==> config.mk <==
export PLATFORM = sky130hd
export DESIGN_NAME = ti_sbox_layer_ctrl_flat
export DESIGN_NICKNAME = d
export VERILOG_FILES = /design/src/rtl/ti_sbox_layer_ctrl_pkg.sv /design/src/rtl/ti_sbox_layer_ctrl_if.sv /design/src/rtl/ti_sbox_layer_ctrl_nibble_mux.sv /design/src/rtl/ti_sbox_layer_ctrl.sv /design/src/flat_wrapper.sv
export SDC_FILE = /design/constraint.sdc
export NUM_CORES = 1
export LEC_CHECK = 0
export CORE_ASPECT_RATIO = 2
export CORE_MARGIN = 4
export CORE_UTILIZATION = 40
export DETAILED_ROUTE_END_ITERATION = 16
export MAX_ROUTING_LAYER = met4
export PLACE_DENSITY = 0.76
export SLEW_MARGIN = 0
export SYNTH_ARGS = -nofsm -noshare
export SYNTH_HDL_FRONTEND = slang
export SYNTH_SLANG_ARGS = --single-unit
==> constraint.sdc <==
create_clock -name clk -period 2.44 [get_ports clk]
set_input_delay 0.488 -clock clk [delete_from_list [all_inputs] [get_ports clk]]
set_output_delay 0.488 -clock clk [all_outputs]
set_load 0.005 [all_outputs]
==> src/rtl/ti_sbox_layer_ctrl_pkg.sv <==
// ti_sbox_pkg: shared layer-controller state encoding and default lane count.
package ti_sbox_pkg;
    localparam int NIBBLES_DEF = 16;
    typedef enum logic [1:0] {IDLE, RUN, DRAIN, DONE} state_t;
endpackage

==> src/rtl/ti_sbox_layer_ctrl_if.sv <==
// ti_sbox_layer_ctrl_if: host, mask-source and TI-stage signals of the layer controller.
interface ti_sbox_layer_ctrl_if import ti_sbox_pkg::*; #(parameter int NIBBLES = NIBBLES_DEF);
    logic                 start;
    logic [4*NIBBLES-1:0] sh0_in, sh1_in, sh0_out, sh1_out;
    logic [3:0]           rnd;
    logic                 rnd_valid, rnd_req;
    logic [7:0]           s1_in, s1_out, s2_in, s2_out;
    logic                 busy, done;
    modport master (output start, sh0_in, sh1_in, rnd, rnd_valid, s1_out, s2_out,
                    input rnd_req, s1_in, s2_in, sh0_out, sh1_out, busy, done);
    modport slave (input start, sh0_in, sh1_in, rnd, rnd_valid, s1_out, s2_out,
                   output rnd_req, s1_in, s2_in, sh0_out, sh1_out, busy, done);
endinterface

==> src/rtl/ti_sbox_layer_ctrl_nibble_mux.sv <==
// ti_nibble_mux: selects nibble idx of two shares, packed {share1, share0}.
module ti_nibble_mux import ti_sbox_pkg::*; #(
    parameter int NIBBLES = NIBBLES_DEF,
    parameter int IW = NIBBLES > 1 ? $clog2(NIBBLES) : 1
) (
    input  logic [4*NIBBLES-1:0] a,
    input  logic [4*NIBBLES-1:0] b,
    input  logic [IW-1:0]        idx,
    output logic [7:0]           y
);
    assign y = {b[{idx, 2'b00} +: 4], a[{idx, 2'b00} +: 4]};
endmodule

==> src/rtl/ti_sbox_layer_ctrl.sv <==
// ti_sbox_layer_ctrl: streams nibbles of a two-share state through external TI stages,
// remasking both shares with the same fresh nibble between stages.
module ti_sbox_layer_ctrl import ti_sbox_pkg::*; #(
    parameter int NIBBLES = NIBBLES_DEF
) (
    input logic clk,
    input logic rst_n,
    ti_sbox_layer_ctrl_if.slave bus
);
    localparam int W = 4 * NIBBLES;
    localparam int IW = NIBBLES > 1 ? $clog2(NIBBLES) : 1;
    localparam logic [IW-1:0] LAST = IW'(NIBBLES - 1);
    state_t st, nst;
    logic [W-1:0] w0, w1, r0, r1;
    logic [IW-1:0] iidx, widx;
    logic [7:0] mid;
    logic mid_v, iss, wb;
    ti_nibble_mux #(.NIBBLES(NIBBLES), .IW(IW)) u_mux (.a(w0), .b(w1), .idx(iidx), .y(bus.s1_in));
    assign iss = st == RUN && bus.rnd_valid;
    // a stage-2 result is retired whenever mid is about to be replaced, plus once more in DRAIN
    assign wb = mid_v && (iss || st == DRAIN);
    assign bus.rnd_req = iss;
    assign bus.s2_in = mid;
    assign bus.sh0_out = r0;
    assign bus.sh1_out = r1;
    assign bus.busy = st != IDLE;
    assign bus.done = st == DONE;
    always_comb begin
        nst = st == IDLE  ? (bus.start ? RUN : IDLE) :
              st == RUN   ? (iss && iidx == LAST ? DRAIN : RUN) :
              st == DRAIN ? DONE : IDLE;
    end
    always_ff @(posedge clk) begin
        if (!rst_n) begin
            st <= IDLE;
            w0 <= '0;
            w1 <= '0;
            r0 <= '0;
            r1 <= '0;
            iidx <= '0;
            widx <= '0;
            mid <= '0;
            mid_v <= 1'b0;
        end else begin
            st <= nst;
            if (st == IDLE && bus.start) begin
                w0 <= bus.sh0_in;
                w1 <= bus.sh1_in;
                iidx <= '0;
                widx <= '0;
                mid_v <= 1'b0;
            end
            if (iss) begin
                mid <= {bus.s1_out[7:4] ^ bus.rnd, bus.s1_out[3:0] ^ bus.rnd};
                mid_v <= 1'b1;
                iidx <= iidx + IW'(iidx != LAST);
            end
            if (wb) begin
                r0[{widx, 2'b00} +: 4] <= bus.s2_out[3:0];
                r1[{widx, 2'b00} +: 4] <= bus.s2_out[7:4];
                widx <= widx + IW'(widx != LAST);
            end
        end
    end
endmodule

==> src/flat_wrapper.sv <==
// flat-port wrapper written by rule: the top's interface ports become plain ports
module ti_sbox_layer_ctrl_flat import ti_sbox_pkg::*;
#(
    parameter int NIBBLES = NIBBLES_DEF
)
  (clk, rst_n, bus_start, bus_sh0_in, bus_sh1_in, bus_rnd, bus_rnd_valid, bus_s1_out, bus_s2_out, bus_rnd_req, bus_s1_in, bus_s2_in, bus_sh0_out, bus_sh1_out, bus_busy, bus_done);
  ti_sbox_layer_ctrl_if #(.NIBBLES(NIBBLES)) bus_i ();
  input logic clk;
  input logic rst_n;
  input wire logic [$bits(bus_i.start)-1:0] bus_start;
  input wire logic [$bits(bus_i.sh0_in)-1:0] bus_sh0_in;
  input wire logic [$bits(bus_i.sh1_in)-1:0] bus_sh1_in;
  input wire logic [$bits(bus_i.rnd)-1:0] bus_rnd;
  input wire logic [$bits(bus_i.rnd_valid)-1:0] bus_rnd_valid;
  input wire logic [$bits(bus_i.s1_out)-1:0] bus_s1_out;
  input wire logic [$bits(bus_i.s2_out)-1:0] bus_s2_out;
  output wire logic [$bits(bus_i.rnd_req)-1:0] bus_rnd_req;
  output wire logic [$bits(bus_i.s1_in)-1:0] bus_s1_in;
  output wire logic [$bits(bus_i.s2_in)-1:0] bus_s2_in;
  output wire logic [$bits(bus_i.sh0_out)-1:0] bus_sh0_out;
  output wire logic [$bits(bus_i.sh1_out)-1:0] bus_sh1_out;
  output wire logic [$bits(bus_i.busy)-1:0] bus_busy;
  output wire logic [$bits(bus_i.done)-1:0] bus_done;
  assign bus_i.start = bus_start;
  assign bus_i.sh0_in = bus_sh0_in;
  assign bus_i.sh1_in = bus_sh1_in;
  assign bus_i.rnd = bus_rnd;
  assign bus_i.rnd_valid = bus_rnd_valid;
  assign bus_i.s1_out = bus_s1_out;
  assign bus_i.s2_out = bus_s2_out;
  assign bus_rnd_req = bus_i.rnd_req;
  assign bus_s1_in = bus_i.s1_in;
  assign bus_s2_in = bus_i.s2_in;
  assign bus_sh0_out = bus_i.sh0_out;
  assign bus_sh1_out = bus_i.sh1_out;
  assign bus_busy = bus_i.busy;
  assign bus_done = bus_i.done;
  ti_sbox_layer_ctrl #(.NIBBLES(NIBBLES)) u_core (.clk(clk), .rst_n(rst_n), .bus(bus_i));
endmodule
Word-level counts from Yosys, hierarchy flattened
Cells that the tools add are included.
W data, S select, Z words.
- muxes and demuxes: 12
- bitwise operators: 2
- shifts and indexed selects: 5
- eq/ne operators: 6
- reduce and logical (&&, ||, !) cells: 9
- add/subtract/negate cells: 3
- operator list (kind ; count):
    $bwmux W64 ; 2
    $shiftx A4 B8 Y64 ; 2
    $shiftx A64 B7 Y4 ; 2
    $shift A4 B8 Y64 const A ; 1
    $mux W4 ; 3
    $add A4 B1 Y4 ; 2
    $mux W2 ; 4
    $ne A4 B4 Y1 const B ; 2
    $neg A6 Y8 ; 1
    $xor A4 B4 Y4 ; 2
    $reduce_bool A2 Y1 ; 3
    $eq A2 B2 Y1 const B ; 2
    $eq A4 B4 Y1 const B ; 1
    $logic_and A1 B1 Y1 ; 4
    $mux W1 ; 3
    $eq A2 B1 Y1 const B ; 1
    $logic_not A2 Y1 ; 1
    $logic_or A1 B1 Y1 ; 1
- bits in registers: 275
- input bits: 152
- output and inout bits: 147
- logic and storage cells: 46

Longest topological paths before layout
Gate-level depths: netlist (run 1).
- depth in word-level cells: 6
- depth in mapped cells: 9
- gate-level depth less buffers: 7

Hierarchy
A second synthesis (run 1) with hierarchy kept.
- cell total of the unflattened synthesis: 1205
- area, all modules: 11693.7 um2
- modules (own cells, without submodules) (module ; seq. area each (um2) ; area each (um2) ; cells each ; instances):
    ti_sbox_layer_ctrl ; 5505.3 ; 10660.2 ; 1135 ; 1
    ti_nibble_mux ; 0.0 ; 1033.5 ; 70 ; 1

Worst setup path before layout (run 1)
Ideal clock, no wire load.
- path kind: register to output
- start: reg u_core.iidx[1]
- end: out bus_s1_in[4]
- arrival: 1.588 ns
- data required time: 1.952 ns
- slack: 0.364 ns
- cell stages (with the launch flop): 6
- path buffers: 2
- path through: dfxtp_1 > clkbuf_1 > clkbuf_1 > mux4_2 > a22oi_1 > nand2_1
- word-level cells in the longest chain between the ends: 1
- ends and longest elaborated chain (what ; RTL line ; text):
    start, declared ; ti_sbox_layer_ctrl.sv:15 ; logic [IW-1:0] iidx, widx;
    start signal, assigned ; ti_sbox_layer_ctrl.sv:56 ; iidx <= iidx + IW'(iidx != LAST);
    $shiftx A64 B7 Y4 ; ti_sbox_layer_ctrl_nibble_mux.sv:11 ; assign y = {b[{idx, 2'b00} +: 4], a[{idx, 2'b00} +: 4]};
    end, declared ; flat_wrapper.sv:18 ; output wire logic [$bits(bus_i.s1_in)-1:0] bus_s1_in;
Every way passes these cells.

Worst setup path in the final report (run 1)
- start: reg u_core.iidx[0]
- end: out bus_s1_in[3]
Same word-level chain as after synthesis.

==> flow_summary.yaml, run 1 <==
status:
  status: "finished, violations left"
  violations: "setup timing"
global_routing:
  grt_pass1_vias: 10048
  grt_max_degree: 91
  grt_first_pass_wirelength_mm: 53.19
  grt.total_usage_pct: 21.80
  antenna_found_initial: 4
  overflow: 0
final_layout:
  drive_gt1_share_pct: 10.77
  nets: 1720
  syn_to_final_growth_pct: 41.54
  final_util_pct: 57.64
critical_path:
  critPathArrivalTime_ns: 2.15
  critPathBufInv: 4
  critPathRequiredTime_ns: 1.95
  worstSetupEndpointType: "primary output"
  critPathLaunchType: "register"
  path_delay_family: "buffers and inverters"
  path_max_fanout: 6
  worst_path_max_delay_cell: "dfxtp_4"
  crit_chain: "buf_12 -> buf_8 -> buf_4 -> mux2i_1 -> a221oi_2 -> a22oi_1 -> nand2_1 -> buf_2"
  max_stage_delay_ns: 0.36
  path_class: "reg2out"
clock_tree:
  cts_tree: "built"
  cts_max_level: 1
  hold_buffers: 0
  clkLatencyLatePin_ns: 0.53
  clock-sinks: 275
  clock_path_buffers: 3
  cts_buffers: 24
  path_clk_slew_ns: 0.07
  clockRootBuffer: "clkbuf_16"
logic_synthesis:
  synth_top_cell_by_area: "dfxtp_1"
  synth_area_per_cell_um2: 9.097
  yosysMostFrequentCell: "nand2_1"
  syn_nets: 1427
  yosys-top-cells-area: "dfxtp_1 48%, nand2_1 14%, mux2i_1 13%, a21boi_0 8.6%, mux4_2 3.1%"
  yosysSeqAreaShare_pct: 47.76
  synth-edff-count: 0
  synth_seq_cells: 275
  synth_top_area_share_pct: 47.76
  netlist_area_mm2: 0.01153
  yosys_warnings: 0
  syn_inst: 1267
  synthFlopType: "dfxtp_1"
  synth_common_cells: "442 x nand2_1, 275 x dfxtp_1, 153 x mux2i_1, 132 x a21boi_0, 75 x clkbuf_1"
  ys_types: 43
  synth-async-reset-ratio_pct: 0
sta:
  slew_viol_final: 0
  worst_pin_slew_ns: 0.6051
  finalCritPeriodShare_pct: 107.9
  setup-tns-final_ns: -1.295
  finalWorstSetupSlack_ns: -0.1935
  hold_viol_final: 0
  rsz0062_at_grt: "true"
  slew_headroom_pct: 59.51
  fin_crit_ns: 2.633
  setup_viol: 8
  fmax_ghz: 0.3797
  hold_slack_ns: 0.4523
  clock_skew_ns: 0.01284
placed_design:
  gp_congestion: 0.9043
  io_buffers: 298
  hpwlAfterDp_mm: 25.85
floorplanning:
  coreArea_mm2: 0.02830
  fp.dieH_um: 248.1
  die_area_mm2: 0.03176
  fp.dieW_um: 128.0
  initial_core_util_pct: 40.73
  io_pins: 299
  rows: 87
power:
  peakVddDrop_mv: 0.5023
  leakagePower_nw: 6.505
  power_density_mw_per_mm2: 597.8
  fin_total_pwr_mw: 9.752
hold_path:
  min_path_type: "in2reg"
detailed_routing:
  vias_per_cell: 5.082
  route.vias.total: 9848
  final_antenna_net_count: 0
  drt-pass1-iter-count: 7
  drtIter0Drc: 428
  drt-total-wl_mm: 34.69
  wl_per_cell_um: 17.90
  drc: 0
job:
  maxCapViolations: 0
metal layers:
layer | vias to the layer above | routed length [um] | global-route usage, %
met1 | 4618 | 11740 | 20.81
met2 | 286 | 19320 | 41.20
li1 | 4845 | - | -
met3 | 99 | 1421 | 2.318
met5 | - | 0 | -
met4 | 0 | 2214 | 13.19
worst register-to-register path, delay by kind of cell, from the launching register on:
kind	cells	cell delay, ns
buffers and inverters	1	0.09
DFF	1	0.33
muxes	1	0.23
adders and majority gates	1	0.26
and+or+nand+nor	2	0.68
AOI/OAI and AO/OA	2	0.46
registers in the layout, indices dropped and copies added (netlist names):
register / flops
u_core.mid_v: 1
u_core.bus.s2_in: 8
u_core.bus.sh1_out: 64
u_core.w1: 64
u_core.w0: 64
u_core.iidx: 4
u_core.widx: 4
u_core.bus.sh0_out: 64
u_core.st: 2
final timing paths:
| kind | startpoint | end | slack [ns] | depth (start not counted) |
|---|---|---|---|---|
| max | u_core.iidx[0]$_SDFFE_PN0P_ | bus_s1_in[3] | -0.19 | 8 |
| min | rst_n | u_core.bus.sh1_out[2]$_SDFFE_PN0P_ | 0.45 | 3 |
| max reg2reg | u_core.widx[0]$_SDFFE_PN0P_ | u_core.bus.sh1_out[14]$_SDFFE_PN0P_ | 0.26 | 7 |
| min reg2reg | u_core.bus.sh0_out[1]$_SDFFE_PN0P_ | u_core.bus.sh0_out[1]$_SDFFE_PN0P_ | 0.46 | 2 |
repair_timing:
| item | in CTS | in global routing |
|---|---|---|
| hold endpoints to repair | 0 | 0 |
| pin swaps | 25 | 19 |
| gates cloned | 5 | 0 |
| setup endpoints to repair | 8 | 8 |
| buffers inserted | 11 | 0 |
| gates resized for setup | 76 | 17 |
cell usage in the layout (no fill, tap or decap), drive strengths merged, types with 2 or more instances in the layout:
| master | n |
|---|---|
| inv | 4 |
| nor2 | 13 |
| nand4 | 2 |
| or2 | 2 |
| a22oi | 10 |
| and3 | 2 |
| a21boi | 134 |
| dfxtp | 275 |
| ha | 8 |
| clkbuf | 35 |
| mux2 | 8 |
| o211a | 8 |
| clkdlybuf4s50 | 289 |
| bufinv | 2 |
| xor2 | 2 |
| nor2b | 6 |
| o21ai | 20 |
| nand2b | 2 |
| nand3 | 29 |
| a21oi | 11 |
| xnor2 | 8 |
| mux4 | 16 |
| buf | 65 |
| and2 | 6 |
| a221oi | 8 |
| clkinvlp | 2 |
| mux2i | 153 |
| nand2 | 442 |
| clkinv | 6 |
| diode | 4 |
layout make-up:
cell class | instances | area [um^2]
multi-input cells | 900 | 5831
clock inverters | 10 | 116.4
inverters | 4 | 15.01
fillers | 2431 | 11990
clock buffers | 34 | 729.5
diodes | 4 | 10.01
flip-flops and latches | 275 | 5509
repair buffers | 355 | 3659
well taps | 356 | 445.4
logic make-up (layout without fill, tap and decap cells):
family | after synthesis | count (layout) | synth area share (%)
compound gates | 193 | 193 | 12.27
other cells | 0 | 4 | 0
buf+inv | 92 | 403 | 3.202
mux | 177 | 177 | 17.20
simple gates | 512 | 512 | 17.94
xor+xnor | 10 | 10 | 0.7599
fa+ha+maj | 8 | 8 | 0.8685
flops | 275 | 275 | 47.76
through the flow:
step           worst slack (ns)  cells  instance area (um^2)
6_report                -0.1935   1938                 16310
5_1_grt                 -0.2732   1938                 16310
4_1_cts                 -0.2434   1935                 16280
3_5_place_dp            0.04961   1875                 15060
3_3_place_gp            0.06357   1875                 15060
2_1_floorplan            0.3639   1267                 11530
report_power, final:
group | switching [mW] | leakage, nW | total, mW | internal (mW)
clock network | 1.73 | 0.413 | 4.04 | 2.31
logic | 0.459 | 3.85 | 0.994 | 0.535
registers | 0.0893 | 2.24 | 4.72 | 4.63
Note: power is estimated with default switching activity, not from simulation.
==> inputs of run 2 (changes only) <==
--- a/config.mk
+++ b/config.mk
@@ -7,2 +7,3 @@
 export LEC_CHECK = 0
+export CAP_MARGIN = 20
 export CORE_ASPECT_RATIO = 2
==> constraint.sdc (replaced) <==
create_clock -name clk -period 2.44 [get_ports clk]
set_input_delay 0.366 -clock clk [delete_from_list [all_inputs] [get_ports clk]]
set_output_delay 0.366 -clock clk [all_outputs]
set_load 0.005 [all_outputs]
==> run 2 against run 1 <==
Against the previous run:
- the flow still finishes with violations (setup timing)
- core utilization down 0.27 points
- count of clock-buffer cells in the layout up 3
- sequential power about the same
- sequential share of layout area up 0.16 points
- wire length up 0.95%
- clock skew up 0.0094 ns
- total power down 1.1%
- maximum frequency up 2.9%
==> flow_summary.yaml, run 2 (synthesis gave the netlist of run 1 again) <==
job:
  maxCapViolations: 0
detailed_routing:
  route.vias.total: 9862
  drc: 0
  drtIter0Drc: 429
  vias_per_cell: 5.076
  wl_per_cell_um: 18.02
  drt-pass1-iter-count: 5
  drt-total-wl_mm: 35.02
  final_antenna_net_count: 0
global_routing:
  grtUsageMet1_pct: 20.34
  met3_usage_pct: 2.017
  busiest_layer: "met2"
  grt.total_usage_pct: 21.81
  grt_first_pass_wirelength_mm: 53.44
  grt_max_degree: 73
  met2_usage_pct: 42.74
  overflow: 0
  grt_pass1_vias: 10196
  antenna_found_initial: 2
critical_path:
  critPathRequiredTime_ns: 2.07
  critPathBufInv: 3
  max_stage_delay_ns: 0.53
  critPathArrivalTime_ns: 2.19
  path_delay_family: "multiplexers"
  critPathLaunchType: "register"
  crit_chain: "buf_6 -> buf_6 -> mux4_2 -> a22oi_2 -> nand2_1 -> buf_2"
  path_class: "reg2out"
  worstSetupEndpointType: "primary output"
  path_max_fanout: 8
  crit_path_frequent_cell: "buf_6"
  worst_path_max_delay_cell: "mux4_2"
sta:
  finalWorstSetupSlack_ns: -0.1194
  setup-tns-final_ns: -0.5819
  rsz0062_at_grt: "true"
  slew_headroom_pct: 60.35
  fmax_ghz: 0.3907
  hold_viol_final: 0
  worst_pin_slew_ns: 0.5926
  finalCritPeriodShare_pct: 104.9
  clock_skew_ns: 0.02227
  slew_viol_final: 0
  fin_crit_ns: 2.559
  setup_viol: 8
  hold_slack_ns: 0.3067
status:
  status: "finished, violations left"
  violations: "setup timing"
power:
  fin_total_pwr_mw: 9.645
  swShare_pct: 23.53
  switchingPower_mw: 2.270
  p_int_mw: 7.375
  peakVddDrop_mv: 0.5221
  seqPwrFrac_pct: 49.0
  leakagePower_nw: 6.501
  p_comb_share_pct: 10.2
  power_density_mw_per_mm2: 593.9
  clockPowerShare_pct: 40.8
final_layout:
  layout_commonest_cell: "nand2_1"
  nets: 1728
  layout_common_cells: "440 x nand2_1, 289 x clkdlybuf4s50_1, 274 x dfxtp_1, 153 x mux2i_1, 132 x a21boi_0"
  syn_to_final_growth_pct: 40.89
  drive_gt1_share_pct: 10.35
floorplanning:
  io_pins: 299
  die_area_mm2: 0.03176
  fp.dieH_um: 248.1
  initial_core_util_pct: 40.73
  coreArea_mm2: 0.02830
  rows: 87
  fp.dieW_um: 128.0
clock_tree:
  hold_buffers: 0
  clock-sinks: 275
  clkLatencyLatePin_ns: 0.54
  cts_tree: "built"
  cts_max_level: 1
  cts_buffers: 25
  clockRootBuffer: "clkbuf_16"
  clock_path_buffers: 3
  path_clk_slew_ns: 0.08
placed_design:
  gp_congestion: 0.8916
  hpwlAfterDp_mm: 26.19
  io_buffers: 298
hold_path:
  min_path_type: "in2reg"
-- run 2: cell types whose count changed in the layout (fill, tap and decap cells not counted), moves of 3 or more --
cell and change:
mux2i_1 +7, clkbuf_1 +7, mux2i_4 -3, clkinv_4 -3, mux2i_2 -4, clkbuf_8 -4, buf_6 +6
-- run 2: per-stage QoR --
step	instances	area [um^2]	setup WS, ns	util (%)
finish	1943	16240	-0.1194	57.38
CTS	1942	16210	-0.1396	57.26
global placement	1871	15020	0.1497	53.07
global route	1943	16240	-0.1956	57.38
floorplan	1267	11530	0.3717	-
detailed placement	1871	15020	0.1047	53.07
-- run 2: power by group through the flow --
| stage | Combinational [mW] | Clock [mW] | Sequential [mW] |
|---|---|---|---|
| floorplan | 0.456 | 0 | 4.79 |
| global placement | 0.905 | 0 | 4.82 |
| detailed placement | 0.921 | 0 | 4.83 |
| CTS | 0.992 | 4.02 | 4.73 |
| global route | 1.07 | 4.19 | 4.74 |
| finish | 0.986 | 3.93 | 4.73 |
-- run 2: path summary, 6_finish.rpt --
check	end	cells past startpoint	from	slack (ns)
worst max register to register	u_core.bus.sh1_out[53]$_SDFFE_PN0P_	7	u_core.widx[0]$_SDFFE_PN0P_	0.27
worst min register to register	u_core.bus.sh0_out[32]$_SDFFE_PN0P_	2	u_core.bus.sh0_out[32]$_SDFFE_PN0P_	0.46
worst min-delay path	u_core.bus.sh0_out[10]$_SDFFE_PN0P_	3	rst_n	0.31
worst max-delay path	bus_s1_in[5]	6	u_core.iidx[0]$_SDFFE_PN0P_	-0.12
-- run 2: repair_timing --
| action | 4_1_cts | 5_1_grt |
|---|---|---|
| setup buffers | 24 | 0 |
| gates resized for setup | 73 | 16 |
| pin swaps | 19 | 11 |
| endpoints found under the setup margin | 8 | 9 |
| gates cloned | 3 | 0 |
-- run 2: area by class of cell --
class,count,area [um^2]
Fill cell,2447,12060
Multi-Input combinational cell,900,5781
Sequential cell,275,5509
Timing Repair Buffer,362,3686
Clock buffer,37,700.7
Tap cell,356,445.4
Clock inverter,7,97.59
Inverter,4,15.01
Antenna cell,2,5.005
-- run 2: worst reg2reg max path: stages, from the launching register on --
cell and delay [ns]:
dfxtp_1 0.31, inv_1 0.13, ha_1 0.24, nor2b_1 0.28, nand2_1 0.09, a21boi_1 0.31
nand2_1 0.42, mux2i_1 0.23
-- run 2: layer usage --
layer	vias to the layer above	part of all wire, %	routed length [um]
li1	4851	-	-
met2	261	56	19720
met3	103	3.7	1282
met1	4647	34	11950
met4	0	5.9	2063
met5	-	0	0
==> inputs of run 3 (changes only) <==
==> constraint.sdc (replaced) <==
create_clock -name clk -period 2.8 [get_ports clk]
set_input_delay 0.42 -clock clk [delete_from_list [all_inputs] [get_ports clk]]
set_output_delay 0.42 -clock clk [all_outputs]
set_load 0.02 [all_outputs]
==> run 3 against run 2 <==
Against the previous run:
- the run now ends clean
- combinational power down 17%
- sequential power fell by 13%
- global-route usage fell by 0.59 points
- clock skew grew 0.0023 ns
- design area decreased by 2.7%
- non-clock buffer count fell by 39
- core utilization shrank 1.5 points
- sequential share of layout area grew 0.93 points
- first-iteration DRC count is 17% higher
- total power is 11% lower
- worst setup slack gained 0.28 ns
- largest cell class unchanged
- largest power group unchanged
==> flow_summary.yaml, run 3 (synthesis gave the netlist of run 1 again) <==
power:
  peakVddDrop_mv: 0.5533
  fin_total_pwr_mw: 8.612
  leakagePower_nw: 6.285
  power_density_mw_per_mm2: 544.9
status:
  status: "finished clean"
critical_path:
  worstSetupEndpointType: "primary output"
  crit_chain: "buf_6 -> and2_1 -> buf_4 -> a221oi_1 -> o21ai_0 -> nand2_1 -> clkbuf_2"
  critPathLaunchType: "register"
  path_delay_family: "buffers and inverters"
  path_class: "reg2out"
  critPathBufInv: 3
  worst_path_max_delay_cell: "dfxtp_1"
  max_stage_delay_ns: 0.34
  critPathArrivalTime_ns: 2.22
  startpoint: "u_core.iidx[1]$_SDFFE_PN0P_"
  r2r-start: "u_core.widx[0]$_SDFFE_PN0P_"
  critPathRequiredTime_ns: 2.38
  path_max_fanout: 20
sta:
  finalWorstSetupSlack_ns: 0.1556
  setup_viol: 0
  rsz0062_at_grt: "false"
  slew_viol_final: 0
  clock_skew_ns: 0.02455
  finalCritPeriodShare_pct: 94.44
  fin_crit_ns: 2.644
  fmax_ghz: 0.3782
  slew_headroom_pct: 54.74
  hold_viol_final: 0
  worst_pin_slew_ns: 0.6789
detailed_routing:
  drt-pass1-iter-count: 6
  route.vias.total: 9690
  wl_per_cell_um: 17.99
  drtIter0Drc: 504
  drt-total-wl_mm: 34.28
  vias_per_cell: 5.087
  final_antenna_net_count: 0
  drc: 0
global_routing:
  grt_pass1_vias: 9667
  overflow: 0
  grtUsageMet1_pct: 20.02
  grt.total_usage_pct: 21.23
  antenna_found_initial: 3
  grt_max_degree: 183
  met3_usage_pct: 2.017
  busiest_layer: "met2"
  met2_usage_pct: 41.45
  grt_first_pass_wirelength_mm: 51.66
clock_tree:
  path_clk_slew_ns: 0.07
  cts_buffers: 24
  cts_max_level: 1
  clockRootBuffer: "clkbuf_16"
  clock-sinks: 275
  clock_path_buffers: 3
  clkLatencyLatePin_ns: 0.54
  hold_buffers: 0
  cts_tree: "built"
final_layout:
  seqCellArea_mm2: 0.005509
  fillers: 2503
  drive_gt1_share_pct: 7.309
  syn_to_final_growth_pct: 37.11
  layout_commonest_cell: "nand2_1"
  layout_common_cells: "440 x nand2_1, 289 x clkdlybuf4s50_1, 274 x dfxtp_1, 153 x mux2i_1, 132 x a21boi_0"
  multi_input_area_mm2: 0.005689
  nets: 1688
floorplanning:
  io_pins: 299
  rows: 87
  fp.dieH_um: 248.1
  die_area_mm2: 0.03176
  coreArea_mm2: 0.02830
  fp.dieW_um: 128.0
  initial_core_util_pct: 40.73
job:
  maxCapViolations: 0
placed_design:
  hpwlAfterDp_mm: 25.94
  pre_cts_ws_ns: -0.09673
  gp_congestion: 0.8875
  io_buffers: 298
hold_path:
  min_path_type: "in2reg"
  min_from: "rst_n"
## run 3: final timing paths
path | slack, ns | to | depth (start not counted)
max | 0.16 | bus_s1_in[7] | 7
min | 0.30 | u_core.bus.sh0_out[3]$_SDFFE_PN0P_ | 3
max reg2reg | 0.32 | u_core.bus.sh0_out[12]$_SDFFE_PN0P_ | 7
min reg2reg | 0.46 | u_core.bus.sh1_out[16]$_SDFFE_PN0P_ | 2
## run 3: worst register-to-register path: cells and delay by family (launching register included)
family	cells	cell delay, ns
fa+ha+maj	1	0.27
simple gates	2	0.67
compound gates	2	0.45
mux	1	0.23
flops	1	0.52
buf+inv	1	0.17
## run 3: layer usage
layer  wire length, um  vias to the layer above  share of wire [%]
met4              1804                        0                5.3
met1             11500                     4525                 34
met2             19620                      287                 57
li1                  -                     4788                  -
met3              1354                       90                3.9
met5                 0                        -                  0
## run 3: cell type report
type | instances | share of cell area [%]
Multi-Input combinational cell | 900 | 36.00
Inverter | 4 | 0.09500
Antenna cell | 3 | 0.04750
Tap cell | 356 | 2.818
Sequential cell | 275 | 34.86
Timing Repair Buffer | 323 | 20.62
Clock inverter | 13 | 1.338
Clock buffer | 31 | 4.220
## run 3: timing repair
action	CTS	global route
gates resized for setup	15	21
cloned	0	1
buffers inserted	3	2
pin swaps	0	1
endpoints found under the setup margin	8	8
## run 3: power by group
part	total [mW]	leakage (nW)	switching, mW	internal, mW
Combinational	0.817	3.62	0.402	0.415
Sequential	4.11	2.24	0.0759	4.04
Clock	3.68	0.430	1.52	2.16
## run 3: per-stage QoR
step                      cell area (um^2)  cells  hold WS (ns)  util (%)  setup TNS, ns
after floorplan                      11530   1267        0.4400         -              0
after global placement               14850   1852        0.4430     52.48       -0.06423
after detailed placement             14850   1852        0.4483     52.48        -0.5379
after CTS                            15760   1899        0.2591     55.69              0
after global routing                 15800   1905        0.2981     55.84              0
final                                15800   1905        0.2967     55.84              0
